`src/rtl/bus_pkg.sv`:
```
// Shared definitions for the two-master bus: requester FSM encoding,
// default widths and the arbiter's grant-state constants.
package bus_pkg;

  localparam int AW_DEF = 8;
  localparam int DW_DEF = 32;
  localparam int LW_DEF = 4;

  typedef enum logic [1:0] {
    IDLE  = 2'd0,
    REQ   = 2'd1,
    XFER  = 2'd2,
    DRAIN = 2'd3
  } bm_state_e;

  // Arbiter grant state: which master currently owns the bus.
  localparam logic [1:0] ARB_NONE = 2'd0;
  localparam logic [1:0] ARB_M0   = 2'd1;
  localparam logic [1:0] ARB_M1   = 2'd2;

endpackage

```
`src/rtl/bus_master.sv`:
```
// Requester side of the shared bus: takes a burst command, requests the bus,
// runs 1..2^LW beats once granted, returns read data, then releases the bus.
module bus_master
  import bus_pkg::*;
#(
  parameter int AW = AW_DEF,
  parameter int DW = DW_DEF,
  parameter int LW = LW_DEF
) (
  input  logic          clk,
  input  logic          reset,
  input  logic          cmd_valid,
  output logic          cmd_ready,
  input  logic          cmd_we,
  input  logic [AW-1:0] cmd_addr,
  input  logic [LW-1:0] cmd_len,
  input  logic          wdat_valid,
  input  logic [DW-1:0] wdat,
  output logic          wdat_ready,
  output logic          rd_valid,
  output logic [DW-1:0] rd_data,
  output logic          done,
  output logic          M_req,
  input  logic          M_grt,
  output logic [AW-1:0] M_addr,
  output logic          M_wr,
  output logic [DW-1:0] M_dout,
  input  logic [DW-1:0] M_din
);

  bm_state_e     state_q, state_d;
  logic          we_q, we_d;
  logic [AW-1:0] base_q, base_d;
  logic [LW-1:0] len_q, len_d;
  logic [LW-1:0] beat_q, beat_d;
  logic          rd_vld_q, rd_vld_d;
  logic          adv;

  always_ff @(posedge clk) begin
    if (reset) begin
      state_q  <= IDLE;
      we_q     <= 1'b0;
      base_q   <= '0;
      len_q    <= '0;
      beat_q   <= '0;
      rd_vld_q <= 1'b0;
    end else begin
      state_q  <= state_d;
      we_q     <= we_d;
      base_q   <= base_d;
      len_q    <= len_d;
      beat_q   <= beat_d;
      rd_vld_q <= rd_vld_d;
    end
  end

  always_comb begin
    state_d    = state_q;
    we_d       = we_q;
    base_d     = base_q;
    len_d      = len_q;
    beat_d     = beat_q;
    adv        = 1'b0;
    cmd_ready  = 1'b0;
    M_req      = 1'b0;
    M_wr       = 1'b0;
    M_addr     = '0;
    M_dout     = '0;
    wdat_ready = 1'b0;
    done       = 1'b0;
    unique case (state_q)
      IDLE: begin
        cmd_ready = 1'b1;
        if (cmd_valid) begin
          we_d    = cmd_we;
          base_d  = cmd_addr;
          len_d   = cmd_len;
          beat_d  = '0;
          state_d = REQ;
        end
      end
      REQ: begin
        M_req = 1'b1;
        if (M_grt) state_d = XFER;
      end
      XFER: begin
        M_req = 1'b1;
        // Losing the grant mid-burst: stay off the bus, keep the beat, re-request.
        if (!M_grt) begin
          state_d = REQ;
        end else begin
          M_addr = base_q + AW'(beat_q);
          if (we_q) begin
            M_wr       = wdat_valid;
            M_dout     = wdat;
            wdat_ready = wdat_valid;
            adv        = wdat_valid;
          end else begin
            adv = 1'b1;
          end
          if (adv) begin
            if (beat_q == len_q) state_d = DRAIN;
            else                 beat_d  = beat_q + LW'(1);
          end
        end
      end
      DRAIN: begin
        done    = 1'b1;
        state_d = IDLE;
      end
      default: state_d = IDLE;
    endcase
  end

  // Bus read data arrives one cycle after its address.
  assign rd_vld_d = adv & ~we_q;
  assign rd_valid = rd_vld_q;
  assign rd_data  = rd_vld_q ? M_din : '0;

endmodule

```
`config.mk`:
```
export PLATFORM = sky130hd
export DESIGN_NAME = bus_master
export DESIGN_NICKNAME = d
export VERILOG_FILES = /design/src/rtl/bus_pkg.sv /design/src/rtl/bus_master.sv
export SDC_FILE = /design/constraint.sdc
export NUM_CORES = 1
export LEC_CHECK = 0
export CAP_MARGIN = 20
export CORE_MARGIN = 4
export CORE_UTILIZATION = 30
export CTS_CLUSTER_SIZE = 14
export DETAILED_ROUTE_END_ITERATION = 6
export PLACE_DENSITY = 0.81
export SETUP_SLACK_MARGIN = 0.05
export SLEW_MARGIN = 15
export SYNTH_ARGS = -nofsm -noshare
export SYNTH_HDL_FRONTEND = slang
export SYNTH_SLANG_ARGS = --single-unit
```
`constraint.sdc`:
```
create_clock -name clk -period 2.3 [get_ports clk]
set_clock_uncertainty 0.1 [all_clocks]
set_input_delay 0.46 -clock clk [delete_from_list [all_inputs] [get_ports clk]]
set_output_delay 0.46 -clock clk [all_outputs]
set_load 0.05 [all_outputs]
```
# Yosys cells after proc, flatten, opt, wreduce, memory -nomap -nowiden
# Index checks and enable logic that the tools add are counted.
[totals]
out_inout_bits = 78
elab_cells = 55
input_bits = 82
regBits = 20
[op_classes]
n_bitwise = 2
n_reduce_logical = 6
n_eq_ne = 11
n_mux = 28
n_addsub = 2
[op_table]
columns = ["op", "n"]
rows = [
  ["$mux 32", 4],
  ["$mux 4", 4],
  ["$mux 8", 2],
  ["$mux 1", 11],
  ["$mux 2", 5],
  ["$ne 2x2->1 const B", 5],
  ["$add 8x4->8", 1],
  ["$pmux 2 s4", 1],
  ["$pmux 4 s2", 1],
  ["$ne 3x3->1 const B", 2],
  ["$reduce_and 5->1", 1],
  ["$add 4x1->4 const B", 1],
  ["$eq 2x2->1 const B", 2],
  ["$eq 4x4->1", 1],
  ["$reduce_and 4->1", 1],
  ["$eq 2x1->1 const B", 1],
  ["$logic_not 2->1", 1],
  ["$reduce_and 2->1", 1],
  ["$reduce_bool 2->1", 1],
  ["$reduce_or 2->1", 1],
  ["$and 1x1->1", 1],
  ["$not 1->1", 1],
]

# Depth between registers and ports, before layout
[logic_depth]
depth_word = 6
mapped_depth = 7
mapped_depth_nobuf = 6

# Least setup slack after synthesis
# Ideal clock, no wire load.
[synth_path]
path_type = "register -> output"
start = "register beat_q[0]"
end = "output port M_addr[6]"
setup_slack_ns = -0.456
stages_incl_launch_ff = 7
required_ns = 1.740
path_buffers = 0
t_arrival_ns = 2.196
path_cell_list = "dfxtp_1 ha_1 fa_1 a21o_1 a21oi_1 o21ai_0 a21oi_1"
[synth_between]
elab_chain_len = 3
[synth_lines]
columns = ["element", "line_no", "text"]
rows = [
  ["start: declaration", "bus_master.sv:35", "logic [LW-1:0] beat_q, beat_d;"],
  ["start signal: assignment", "bus_master.sv:52", "beat_q <= beat_d;"],
  ["$add 8x4->8", "bus_master.sv:92", "M_addr = base_q + AW'(beat_q);"],
  ["$mux 8", "bus_master.sv:89", "if (!M_grt) begin"],
  ["$mux 8", "bus_master.sv:71", "unique case (state_q)"],
  ["end: declaration", "bus_master.sv:25", "output logic [AW-1:0] M_addr,"],
]
# No other way between the ends.

# Final worst setup path
[layout_path]
start = "register beat_q[2]"
end = "output port M_addr[6]"
# Same word-level chain as after synthesis.

==> run_results.csv <==
group,metric,value,unit
run_status,status,"finished, violations left",
routing,wire_per_inst,20.4,um
sta,finalCritPeriodShare,110,%
pwr,pwr-share-seq,25.8,%
routing,dr.pass1.iters,5,
yosys,synth_top_cell_by_area,"and2_1",
clocking,clk_pin_slew,0.08,ns
yosys,syn_area_per_cell,7.38,um^2
yosys,ys_warn_count,0,
routing,ant_nets,0,
final_layout,final_util,84.8,%
min_path,hp-start,"len_q[2]",
yosys,synth-seq-area-share,24.4,%
clocking,numCtsBuffers,3,
setup_path,cp-end-kind,"output port",
global_routing,overflow,0,
clocking,cts-htree-levels,1,
setup_path,rr_worst_depth,6,
setup_path,worst-setup-path-type,"reg -> out",
final_layout,fin_area,4410,um^2
final_layout,num-nets-final,480,
min_path,whs_endpoint,"len_q[2]",
routing,viasPerCell,5.36,
floorplan,die_width,81.9,um
sta,drv_slew,0,
place,gp_congestion,0.842,
yosys,syn_area,1640,um^2
place,port_buffers,159,
setup_path,r2r_slack,0.27,ns
final_layout,final_common_cell,"clkdlybuf4s50_1",
pwr,clkPwrFrac,19.5,%
routing,drtIter0Drc,142,
sta,setup_slack,-0.233,ns
sta,worst_slew_pin_slew,0.507,ns
pwr,comb_power_share,54.7,%
sta,period_needed,2.53,ns
routing,drt-met1-wl,2890,um
setup_path,r2r-end,"beat_q[3]",
pwr,p_leak,1.74,nW
sta,clock.fmax,395,MHz
floorplan,ios,160,
clocking,insertion_delay,0.28,ns
setup_path,required,1.74,ns
setup_path,crit_fanout,3,
yosys,synth_cell_types,38,
clocking,clockBufferDepth,2,
global_routing,grt_first_pass_wirelength,12400,um
min_path,worstHoldPathCells,2,
yosys,synth_area_leaders,"and2_1 25%, dfxtp_1 24%, nand2_1 7.3%, ha_1 6.9%, a21oi_1 5.5%",
yosys,syn_nets,314,
floorplan,rows,26,
routing,dr_wl_met2,4640,um
final_layout,diodes,0,
sta,setup_viol,6,
pwr,intPower,0.00110,W
floorplan,initial_utilization,31.5,%
yosys,synth-edff-count,0,
routing,top_layer_used,"met4",
routing,wl_met3,1380,um
pwr,vdd_drop_max,0.000351,V
routing,vias,2451,
global_routing,antenna_found_initial,0,
clocking,cts_root_buf,"clkbuf_8",
final_layout,syn_to_final_growth,169,%
min_path,hold_path.class,"reg -> reg",
floorplan,die_area,6710,um^2
yosys,synthArstFlopShare,0,%
place,hpwlAfterDp,6380,um
global_routing,track_usage,24.2,%
global_routing,grt_pass1_vias,2446,
sta,rsz0062_at_grt,"true",
sta,hold_viol,0,
floorplan,coreArea,5200,um^2
pwr,finalPower,0.00193,W
yosys,ys_seq_elements,20,
yosys,syn_inst,222,
setup_path,cp_data_arrival_time,1.97,ns
floorplan,die_h,81.9,um
routing,routed_wl,9320,um
clocking,cts_tree,"built",
place,place_area,4150,um^2
sta,slew_headroom,65.3,%
flow_run,max-cap-violations,0,
place,dpl.cell_count,452,
pwr,p_switching,0.000833,W
setup_path,start_kind,"flop",
pwr,swShare,43.1,%
pwr,power_density,438,nW/um^2
routing,remaining_drc_errors,0,
yosys,yosysTopAreaCellShare,25.2,%
yosys,synthFlopType,"dfxtp_1",
global_routing,grt_max_degree,34,
final_layout,layoutNonFillerInstCount,457,
clocking,cts.sinks,20,
setup_path,timing.rr.start,"state_q[1]",
final_layout,final_cell_mix,"80 x clkdlybuf4s50_1, 76 x buf_12, 49 x and2_1",
run_status,violations,"setup timing",
final_layout,drive_gt1_share,37.5,%
final_layout,nFillCells,252,
-- power groups by stage --
stage          Clock (W)  Sequential [W]  Combinational (W)
2_1_floorplan          0        0.000455           0.000570
3_3_place_gp           0        0.000459           0.000937
3_5_place_dp           0        0.000466           0.000968
4_1_cts         0.000363        0.000474            0.00100
5_1_grt         0.000385        0.000500            0.00111
6_report        0.000378        0.000499            0.00106
-- timing repair --
item | CTS | global route
hold buffers | 0 | 0
setup endpoints to repair | 40 | 39
endpoints found under the hold margin | 0 | 0
buffers inserted | 0 | 1
cloned | 0 | 1
pin swaps | 5 | 4
resized for setup | 30 | 23
-- worst max-delay path by stage --
| stage | cells after the start | endpoint | start |
|---|---|---|---|
| floorplan | 6 | M_addr[6] | beat_q[0] |
| global placement | 5 | M_addr[5] | M_grt |
| detailed placement | 7 | M_addr[6] | base_q[0] |
| CTS | 7 | M_addr[6] | base_q[0] |
| global route | 6 | M_addr[6] | beat_q[2] |
| finish | 6 | M_addr[6] | beat_q[2] |
-- metrics by stage --
stage | setup slack (ns) | hold WS (ns) | TNS [ns]
after floorplan | -0.0752 | 0.341 | -0.126
after global placement | -0.0702 | 0.352 | -1.38
after detailed placement | -0.153 | 0.366 | -1.77
after CTS | -0.172 | 0.378 | -0.336
after global routing | -0.264 | 0.398 | -1.00
final | -0.233 | 0.380 | -0.813
-- final cells by class --
| cell class | count | area (um^2) | area share, % |
|---|---|---|---|
| Multi-Input combinational cell | 181 | 1330 | 30.0 |
| Tap cell | 70 | 87.6 | 1.98 |
| Sequential cell | 20 | 417 | 9.44 |
| Timing Repair Buffer | 175 | 2480 | 56.3 |
| Inverter | 7 | 28.8 | 0.652 |
| Clock buffer | 3 | 41.3 | 0.935 |
| Clock inverter | 1 | 30.0 | 0.680 |
-- critical path: stages, from the launching register on --
cell and delay [ns]:
dfxtp_1 0.34, ha_1 0.40, a21o_1 0.19, a21oi_4 0.08, or3_4 0.38, a21oi_4 0.15
buf_12 0.15
-- sequential cells by signal, indices dropped and copies added, names as in the netlist --
name	flops
base_q	8
beat_q	4
len_q	4
rd_valid	1
state_q	2
we_q	1
-- cells in the mapped netlist, types with 3 or more instances --
cell type / number
ha_1: 9
a21oi_1: 18
nand3_1: 4
nand2_1: 32
inv_1: 7
nand4_1: 3
clkbuf_1: 9
nor3_1: 3
nor2_1: 3
xnor2_1: 6
and2_1: 66
dfxtp_1: 20
o21ai_0: 5
and3_1: 3
-- cells by family after synthesis --
group / count (synthesis) / synth area share [%]
xor gates and xnor gates: 7 / 3.74
and+or+nand+nor: 124 / 42.1
muxes: 2 / 1.22
AOI/OAI and AO/OA: 38 / 14.4
buffers and inverters: 21 / 6.03
adders and majority gates: 10 / 8.09
DFF: 20 / 24.4
-- per-layer routing --
metal  global-route usage (%)  vias to the layer above
met5                        0                        -
met2                     44.6                      205
met4                     9.30                        0
met3                     11.5                       42
met1                     22.9                     1128
li1                         -                     1076
Note: power is estimated with default switching activity, not from simulation.
